<file path="config.mk">
export PLATFORM = sky130hd
export DESIGN_NAME = ntt_mem_streamer
export DESIGN_NICKNAME = d
export VERILOG_FILES = /design/src/rtl/ntt_stream_pkg.sv /design/src/rtl/ntt_stream_fifo.sv /design/src/rtl/ntt_mem_streamer.sv
export SDC_FILE = /design/constraint.sdc
export NUM_CORES = 1
export LEC_CHECK = 0
export ABC_AREA = 0
export CAP_MARGIN = 20
export CELL_PAD_IN_SITES_DETAIL_PLACEMENT = 1
export CELL_PAD_IN_SITES_GLOBAL_PLACEMENT = 1
export CORE_MARGIN = 2
export CORE_UTILIZATION = 37
export CTS_CLUSTER_DIAMETER = 30
export DETAILED_ROUTE_END_ITERATION = 8
export GPL_ROUTABILITY_DRIVEN = 0
export PLACE_DENSITY_LB_ADDON = 0.1
export SLEW_MARGIN = 20
export SYNTH_ARGS = -nofsm -noshare
export SYNTH_HDL_FRONTEND = slang
export SYNTH_SLANG_ARGS = --single-unit
</file>
<file path="constraint.sdc">
create_clock -name clk -period 3.85 [get_ports clk]
set_clock_uncertainty 0.15 [all_clocks]
set_input_delay 0.385 -clock clk [delete_from_list [all_inputs] [get_ports clk]]
set_output_delay 0.385 -clock clk [all_outputs]
set_load 0.02 [all_outputs]
</file>
<file path="src/rtl/ntt_stream_pkg.sv">
// Shared types and default geometry for the NTT memory streamer.
package ntt_stream_pkg;

    localparam int unsigned DEF_D_WIDTH = 32;
    localparam int unsigned DEF_BN      = 16;
    localparam int unsigned DEF_MA      = 64;

    localparam int unsigned BANK_W = $clog2(DEF_BN);
    localparam int unsigned ROW_W  = $clog2(DEF_MA);
    localparam int unsigned DEGREE = DEF_BN * DEF_MA;

    typedef logic [DEF_D_WIDTH-1:0] coef_t;

    typedef enum logic [1:0] {
        IDLE,
        LOAD,
        UNLOAD
    } state_t;

endpackage

</file>
<file path="src/rtl/ntt_stream_fifo.sv">
// Small synchronous FIFO with occupancy count; buffers UNLOAD read returns.
module ntt_stream_fifo #(
    parameter int unsigned DEPTH = 2,
    parameter int unsigned W     = 32,
    localparam int unsigned CNT_W = $clog2(DEPTH + 1),
    localparam int unsigned PTR_W = (DEPTH > 1) ? $clog2(DEPTH) : 1
) (
    input  logic             clk,
    input  logic             rst_n,
    input  logic             flush,
    input  logic             push,
    input  logic [W-1:0]     wdata,
    input  logic             pop,
    output logic [W-1:0]     rdata,
    output logic [CNT_W-1:0] count
);

    logic [W-1:0]     mem_q [DEPTH];
    logic [PTR_W-1:0] wr_ptr_q, rd_ptr_q;
    logic [CNT_W-1:0] count_q;
    logic             do_push, do_pop;

    function automatic logic [PTR_W-1:0] next_ptr(input logic [PTR_W-1:0] p);
        return (p == PTR_W'(DEPTH - 1)) ? '0 : p + 1'b1;
    endfunction

    always_comb begin
        do_pop  = pop && (count_q != '0);
        do_push = push && ((count_q != CNT_W'(DEPTH)) || do_pop);
    end

    always_ff @(posedge clk or negedge rst_n) begin
        if (!rst_n) begin
            for (int i = 0; i < DEPTH; i++) mem_q[i] <= '0;
            wr_ptr_q <= '0;
            rd_ptr_q <= '0;
            count_q  <= '0;
        end else if (flush) begin
            wr_ptr_q <= '0;
            rd_ptr_q <= '0;
            count_q  <= '0;
        end else begin
            if (do_push) begin
                mem_q[wr_ptr_q] <= wdata;
                wr_ptr_q        <= next_ptr(wr_ptr_q);
            end
            if (do_pop) rd_ptr_q <= next_ptr(rd_ptr_q);
            count_q <= count_q + CNT_W'(do_push) - CNT_W'(do_pop);
        end
    end

    assign rdata = mem_q[rd_ptr_q];
    assign count = count_q;

endmodule

</file>
<file path="src/rtl/ntt_mem_streamer.sv">
// Streams coefficients into (LOAD) and out of (UNLOAD) the banked polynomial memory,
// coefficient n living at bank n%BN, row n/BN.
module ntt_mem_streamer
    import ntt_stream_pkg::*;
#(
    parameter int unsigned D_WIDTH = DEF_D_WIDTH,
    parameter int unsigned BN      = DEF_BN,
    parameter int unsigned MA      = DEF_MA,
    parameter int unsigned RD_LAT  = 1,
    localparam int unsigned BANK_BITS = $clog2(BN),
    localparam int unsigned ROW_BITS  = $clog2(MA)
) (
    input  logic                 clk,
    input  logic                 rst_n,
    input  logic [D_WIDTH-1:0]   modulus,
    input  logic                 start,
    input  logic                 mode,
    input  logic                 abort,
    output logic                 busy,
    output logic                 done,
    output logic                 range_err,
    input  logic                 s_valid,
    output logic                 s_ready,
    input  logic [D_WIDTH-1:0]   s_data,
    output logic                 m_valid,
    input  logic                 m_ready,
    output logic [D_WIDTH-1:0]   m_data,
    output logic                 m_last,
    output logic                 mem_we,
    output logic [BANK_BITS-1:0] mem_bank,
    output logic [ROW_BITS-1:0]  mem_row,
    output logic [D_WIDTH-1:0]   mem_wdata,
    output logic                 mem_re,
    input  logic [D_WIDTH-1:0]   mem_rdata
);

    localparam int unsigned N_COEF = BN * MA;
    localparam int unsigned IDX_W  = $clog2(N_COEF);
    localparam int unsigned DEPTH  = RD_LAT + 1;
    localparam int unsigned CNT_W  = $clog2(DEPTH + 1);
    localparam int unsigned OCC_W  = CNT_W + 1;

    state_t               state_q, state_d;
    logic [BANK_BITS-1:0] bank_cnt_q, bank_cnt_d;
    logic [ROW_BITS-1:0]  row_cnt_q, row_cnt_d;
    logic [IDX_W-1:0]     out_cnt_q, out_cnt_d;
    logic                 range_err_q, range_err_d;
    logic                 done_q, done_d;
    logic                 issue_done_q, issue_done_d;
    logic [RD_LAT-1:0]    rd_pipe_q, rd_pipe_d;

    logic [D_WIDTH-1:0]   fifo_rdata;
    logic [CNT_W-1:0]     fifo_count;
    logic [OCC_W-1:0]     inflight;
    logic                 credit_ok, load_hs, pop, at_last, advance, over;

    always_comb begin
        inflight = '0;
        for (int i = 0; i < RD_LAT; i++) inflight = inflight + OCC_W'(rd_pipe_q[i]);
    end

    always_comb begin
        over      = s_data >= modulus;
        s_ready   = (state_q == LOAD) && !abort;
        load_hs   = s_valid && s_ready;
        mem_we    = load_hs;
        mem_wdata = load_hs ? (over ? s_data - modulus : s_data) : '0;

        m_valid = (state_q == UNLOAD) && (fifo_count != '0) && !abort;
        m_data  = m_valid ? fifo_rdata : '0;
        m_last  = m_valid && (out_cnt_q == IDX_W'(N_COEF - 1));
        pop     = m_valid && m_ready;

        // A slot freed by this cycle's pop may be re-credited at once to sustain one beat/cycle.
        credit_ok = (inflight + OCC_W'(fifo_count)) < (OCC_W'(DEPTH) + OCC_W'(pop));
        mem_re    = (state_q == UNLOAD) && !abort && !issue_done_q && credit_ok;

        mem_bank = bank_cnt_q;
        mem_row  = row_cnt_q;
        at_last  = (bank_cnt_q == BANK_BITS'(BN - 1)) && (row_cnt_q == ROW_BITS'(MA - 1));
        advance  = load_hs || mem_re;
    end

    always_comb begin
        rd_pipe_d = '0;
        if (!abort) begin
            rd_pipe_d[0] = mem_re;
            for (int i = 1; i < RD_LAT; i++) rd_pipe_d[i] = rd_pipe_q[i-1];
        end
    end

    always_comb begin
        state_d      = state_q;
        bank_cnt_d   = bank_cnt_q;
        row_cnt_d    = row_cnt_q;
        out_cnt_d    = out_cnt_q;
        range_err_d  = range_err_q;
        issue_done_d = issue_done_q;
        done_d       = 1'b0;

        if (advance) begin
            bank_cnt_d = bank_cnt_q + 1'b1;
            if (bank_cnt_q == BANK_BITS'(BN - 1)) row_cnt_d = row_cnt_q + 1'b1;
        end

        if (abort) begin
            state_d = IDLE;
        end else begin
            case (state_q)
                IDLE: begin
                    if (start) begin
                        state_d      = mode ? UNLOAD : LOAD;
                        bank_cnt_d   = '0;
                        row_cnt_d    = '0;
                        out_cnt_d    = '0;
                        range_err_d  = 1'b0;
                        issue_done_d = 1'b0;
                    end
                end
                LOAD: begin
                    if (load_hs) begin
                        if (over) range_err_d = 1'b1;
                        if (at_last) begin
                            done_d  = 1'b1;
                            state_d = IDLE;
                        end
                    end
                end
                UNLOAD: begin
                    if (mem_re && at_last) issue_done_d = 1'b1;
                    if (pop) begin
                        out_cnt_d = out_cnt_q + 1'b1;
                        if (m_last) begin
                            done_d  = 1'b1;
                            state_d = IDLE;
                        end
                    end
                end
                default: state_d = IDLE;
            endcase
        end
    end

    always_ff @(posedge clk or negedge rst_n) begin
        if (!rst_n) begin
            state_q      <= IDLE;
            bank_cnt_q   <= '0;
            row_cnt_q    <= '0;
            out_cnt_q    <= '0;
            range_err_q  <= 1'b0;
            done_q       <= 1'b0;
            issue_done_q <= 1'b0;
            rd_pipe_q    <= '0;
        end else begin
            state_q      <= state_d;
            bank_cnt_q   <= bank_cnt_d;
            row_cnt_q    <= row_cnt_d;
            out_cnt_q    <= out_cnt_d;
            range_err_q  <= range_err_d;
            done_q       <= done_d;
            issue_done_q <= issue_done_d;
            rd_pipe_q    <= rd_pipe_d;
        end
    end

    ntt_stream_fifo #(
        .DEPTH(DEPTH),
        .W    (D_WIDTH)
    ) u_fifo (
        .clk  (clk),
        .rst_n(rst_n),
        .flush(abort),
        .push (rd_pipe_q[RD_LAT-1]),
        .wdata(mem_rdata),
        .pop  (pop),
        .rdata(fifo_rdata),
        .count(fifo_count)
    );

    assign busy      = state_q != IDLE;
    assign done      = done_q;
    assign range_err = range_err_q;

endmodule

</file>
# Yosys cells after proc, flatten, opt, wreduce, memory -nomap -nowiden

Cells that the tools add are included.

Register bits after elaboration: 94
Bits of input ports: 103
Logic and storage cells: 126
Output and inout port bits: 82

Mux-type cells: 49
$lt $le $gt $ge: 5
Eq/ne operators: 16
Reduce and logical (&&, ||, !) cells: 30
Bitwise operators: 3
Add/sub/neg operators: 10

Operator list:

| kind                  | number |
|---|---|
| $mux 32               | 7 |
| $bwmux 64             | 1 |
| $demux 32 s1          | 1 |
| $ge 32x32->1          | 1 |
| $sub 32x32->32        | 1 |
| $mux 6                | 5 |
| $mux 10               | 2 |
| $pmux 10 s2           | 1 |
| $mux 1                | 16 |
| $mux 2                | 8 |
| $mux 4                | 4 |
| $logic_and 1x1->1     | 14 |
| $ne 3x3->1 const B    | 4 |
| $reduce_bool 2->1     | 6 |
| $add 10x1->10 const B | 1 |
| $eq 10x10->1 const B  | 1 |
| $reduce_and 5->1      | 2 |
| $ne 2x2->1 const B    | 4 |
| $reduce_and 4->1      | 2 |
| $add 6x1->6 const B   | 1 |
| $eq 6x6->1 const B    | 1 |
| $pmux 1 s2            | 3 |
| $pmux 2 s3            | 1 |
| $add 4x1->4 const B   | 1 |
| 19 further kinds      | 25 |

# Longest topological paths before layout

Depth after elaboration: 12
Mapped depth: 15
Depth with buffers taken out: 13

# Modules after synthesis

From an unflattened synthesis, not the netlist that was laid out.

Cells, all modules: 770
Area, all modules: 7,171.9 µm²

By module, submodules not included:

| module           | seq. area each (µm²) | instances | cells each | area each (µm²) |
|---|---|---|---|---|
| ntt_mem_streamer | 650.6                | 1         | 577        | 4,075.2 |
| ntt_stream_fifo  | 1,701.6              | 1         | 193        | 3,096.7 |

# Worst setup path after synthesis

No wires, ideal clock.

Path kind: in2out
From: in s_data[0]
To: out mem_wdata[21]
Data required time: 3,315 ps
Data arrival time: 3,031 ps
Setup slack: 284 ps
Cell stages on the path: 12
Cell sequence: inv_1 > ha_1 > inv_1 > fa_1 > a21o_1 > a221oi_4 > o21ai_2 > a221o_2 > o21ai_2 > nand2_2 > buf_6 > a211oi_1

Word-level cells in the longest chain between the ends: 3
Elaborated cells on any way between the ends: 4

RTL lines:

| what                                                  | line                                           | RTL |
|---|---|---|
| start: declaration                                    | ntt_mem_streamer.sv:24                         | `input logic [D_WIDTH-1:0] s_data,` |
| $sub 32x32->32 / $ge 32x32->1 (equally long branches) | ntt_mem_streamer.sv:67, ntt_mem_streamer.sv:63 |  |
| $mux 32 * (2 in a row)                                | ntt_mem_streamer.sv:67                         | `mem_wdata = load_hs ? (over ? s_data - modulus : s_data) : '0;` |
| end: declaration                                      | ntt_mem_streamer.sv:32                         | `output logic [D_WIDTH-1:0] mem_wdata,` |

Every way passes the cells marked *; elsewhere a longest branch is shown, timed or not.

# Final worst setup path

From: in s_data[2]
To: out mem_wdata[29]

The elaborated chain is that of the path after synthesis.

==> summary.md <==
| Metric | Value |
|---|---|
| Outcome | `finished, final reports clean` |
| Pwr per Cell Area | `roughly 360 mW/mm²` |
| Met1 Use GR | `~29%` |
| First-pass GRT wire length | `roughly 38000 µm` |
| Worst EP required | `around 3.3 ns` |
| CP arrival | `about 3.3 ns` |
| Final Max Tran Viols | `0` |
| Fin. Hold Viols | `0` |
| Final period utilization | `99.6%` |
| Area occupied by multi-input gates | `~0.0044 mm²` |
| Setup TNS | `0 ns` |
| Final #Nets | `1196` |
| EDFF count, synth | `0` |
| CP startpoint | `s_data[2]` |
| Clock buffer depth | `2` |
| Largest net degree at the start of global routing | `77` |
| # IOs | `185` |
| Inserted Clock Buffers | `9` |
| Row Count | `a little under 50` |
| Gr busiest metal | `met2` |
| P_leak | `~0.0048 µW` |
| Met2 usage | `roughly 44%` |
| Post-synthesis async set-or-reset flop share | `100%` |
| Area of the die | `0.0195 mm²` |
| Max IR drop VDD | `0.317 mV` |
| Yosys warns | `0` |
| CP Launch Type | `primary input` |
| Crit-path max FO | `4` |
| Mapped cell area | `between 0.006 and 0.007 mm²` |
| Fill count | `around 2000` |
| RSZ-0062 raised after global routing | `yes` |
| Latest clock arrival within the worst-skew pair | `~0.35 ns` |
| H-tree depth reported by CTS | `3` |
| Input/output buffers | `~180` |
| Proportion of netlist area held by the largest area contributor | `34.5%` |
| Crit Path Category | `in2out` |
| Root buf cell | `clkbuf_16` |
| Initial Util | `37.8%` |
| Core area | `between 0.015 and 0.02 mm²` |
| Cell count after synthesis | `approximately 750` |
| Total number of vias | `between 6000 and 7000` |
| Antenna violations before repair | `1` |
| Drt total wl | `around 24000 µm` |
| Wire length per cell | `between 15 and 20 µm` |
| RR Startpoint | `state_q[0]$_DFFE_PN0P_` |
| Total grt overflow | `0` |
| CTS tree | `yes` |
| DRC | `0` |
| Mapped Nets | `894` |
| Worst slew pin tran | `between 1 and 1.5 ns` |
| Count leader, synth | `dfrtp_1` |
| Post-layout min period | `around 3.8 ns` |
| M3 GR Usage | `roughly 4.1%` |
| Total GRT Usage | `24.0%` |
| Fmax | `261 MHz` |
| Sequential area share after synthesis | `about a third` |
| CTS Sinks | `between 90 and 100` |
| DPL Wire Length | `approximately 18000 µm` |
| Pwr Total | `3760 µW` |
| #FFs+latches synth | `94` |
| Hold Path Class | `in2async` |
| Remaining antenna violation count | `0` |
| Area leader, netlist | `dfrtp_1` |
| Number of global-route vias before repair | `between 7000 and 8000` |
| Final core occ | `between 50 and 60%` |
| Initial detailed-routing violation count | `between 150 and 200` |
| Setup crit end kind | `output pin` |
| Final Setup Violations | `0` |
| Max cap viols | `0` |
| DIE WIDTH | `about 140 µm` |
| Die H | `approximately 140 µm` |
| Routed vias/inst | `around 5.3` |
| Drt pass-1 iters | `4` |
| Syn_area_per_cell | `slightly above 9 µm²` |
| Share of layout cells above drive strength 1 | `31.4%` |
| Register cell area after layout | `roughly 0.0024 mm²` |
| Relative slew slack | `a little under a third` |
| Synth cell types | `63` |
| Post-synth top flop | `dfrtp_1` |
| Main area contributors after synthesis | `dfrtp_1 (35%), mux2_2 (11%), ha_1 (7.7%), mux2i_1 (4.8%), nor2_1 (4.4%)` |
| Commonest cells in the netlist | `dfrtp_1 (94), nor2_1 (79), nand2_1 (78)` |
| Reg clk slew, reported paths | `roughly 0.07 ns` |
| Synthesis-to-finish area growth | `53.3%` |
cell type report:
cell class / instances / area share (%)
Multi-Input combinational cell: 574 / 42.2
Timing Repair Buffer: 319 / 27.4
Sequential cell: 94 / 22.5
Tap cell: 229 / 2.74
Clock buffer: 9 / 2.16
Inverter: 52 / 1.87
Clock inverter: 7 / 1.09
Antenna cell: 1 / 0.0240
cells by family after synthesis:
logic type               after synthesis  share of synthesized area (%)
AND/OR/NAND/NOR                      239                           16.1
XOR/XNOR                              43                           5.53
buffers and inverters                 80                           5.62
adder cells (fa/ha/maj)               43                           8.01
AO/OA/AOI/OAI                        152                           14.7
multiplexers                          97                           15.4
flip-flops                            94                           34.5
per-stage QoR:
step	hold slack, ns	instances	setup WS [ns]	instance area (µm²)
floorplan	-0.0606	748	0.284	6810
global placement	0.338	1258	-0.574	9740
detailed placement	0.346	1258	-0.641	9740
CTS	0.0752	1284	-0.00111	10200
global route	0.102	1284	-0.0620	10400
finish	0.0239	1285	0.0167	10400
routing by layer:
layer	wire [µm]	vias to the layer above
met5	0	-
met4	456	0
met3	1050	33
met2	12600	180
met1	9780	3376
li1	-	3227
what timing repair did:
action	in CTS	in global routing
resized for setup	174	80
hold buffers	0	0
endpoints found under the setup margin	32	32
pin swaps	16	25
cloned	2	0
buffers inserted	8	2
worst max-delay path, stage by stage:
cell and delay [ns]:
clkdlybuf4s50_1 0.51, ha_4 0.34, nor2_1 0.05, a211o_1 0.34, a311oi_4 0.39, nor3_2 0.11
nor3_2 0.28, a31oi_2 0.18, or3_1 0.34, a31oi_1 0.19, buf_4 0.19
state kept, by name, summed over array words and instances (netlist names):
name,count
u_fifo.count,2
done,1
u_fifo.mem_q,64
out_cnt_q,10
u_fifo.wr_ptr_q,1
u_fifo.rd_ptr_q,1
rd_pipe_q,1
mem_row,6
state_q,2
mem_bank,4
range_err,1
issue_done_q,1
where the power goes:
group | switching [µW] | total [µW] | internal (µW)
sequential | 145 | 1370 | 1230
combinational | 656 | 1380 | 728
clock | 416 | 1000 | 585
cell usage in the layout (no fill, tap or decap), types with 14 or more instances in the layout:
master,netlist,routed
nor2_1,79,75
ha_1,42,35
nand2_1,78,69
nand3_1,21,17
inv_1,51,49
mux2_2,64,64
xor2_1,25,25
dfrtp_1,94,93
mux2i_1,33,33
xnor2_1,18,18
o21ai_0,27,19
a21oi_2,0,18
clkdlybuf4s50_1,0,147
a21o_1,14,14
a21oi_1,53,35
buf_4,4,148
path summary, 6_finish.rpt:
path,end,slack [ns],depth (start not counted)
worst max-delay path,mem_wdata[29],0.02,11
worst min-delay path,u_fifo.mem_q[10]$_DFFE_PN0P_,0.02,1
worst max register to register,mem_row[5]$_DFF_PN0_,0.84,10
worst min register to register,u_fifo.mem_q[36]$_DFFE_PN0P_,0.36,1
max in group asynchronous,u_fifo.mem_q[57]$_DFFE_PN0P_,2.65,2
min in group clk,u_fifo.mem_q[36]$_DFFE_PN0P_,0.36,1
(Power assumes the default switching activity.)
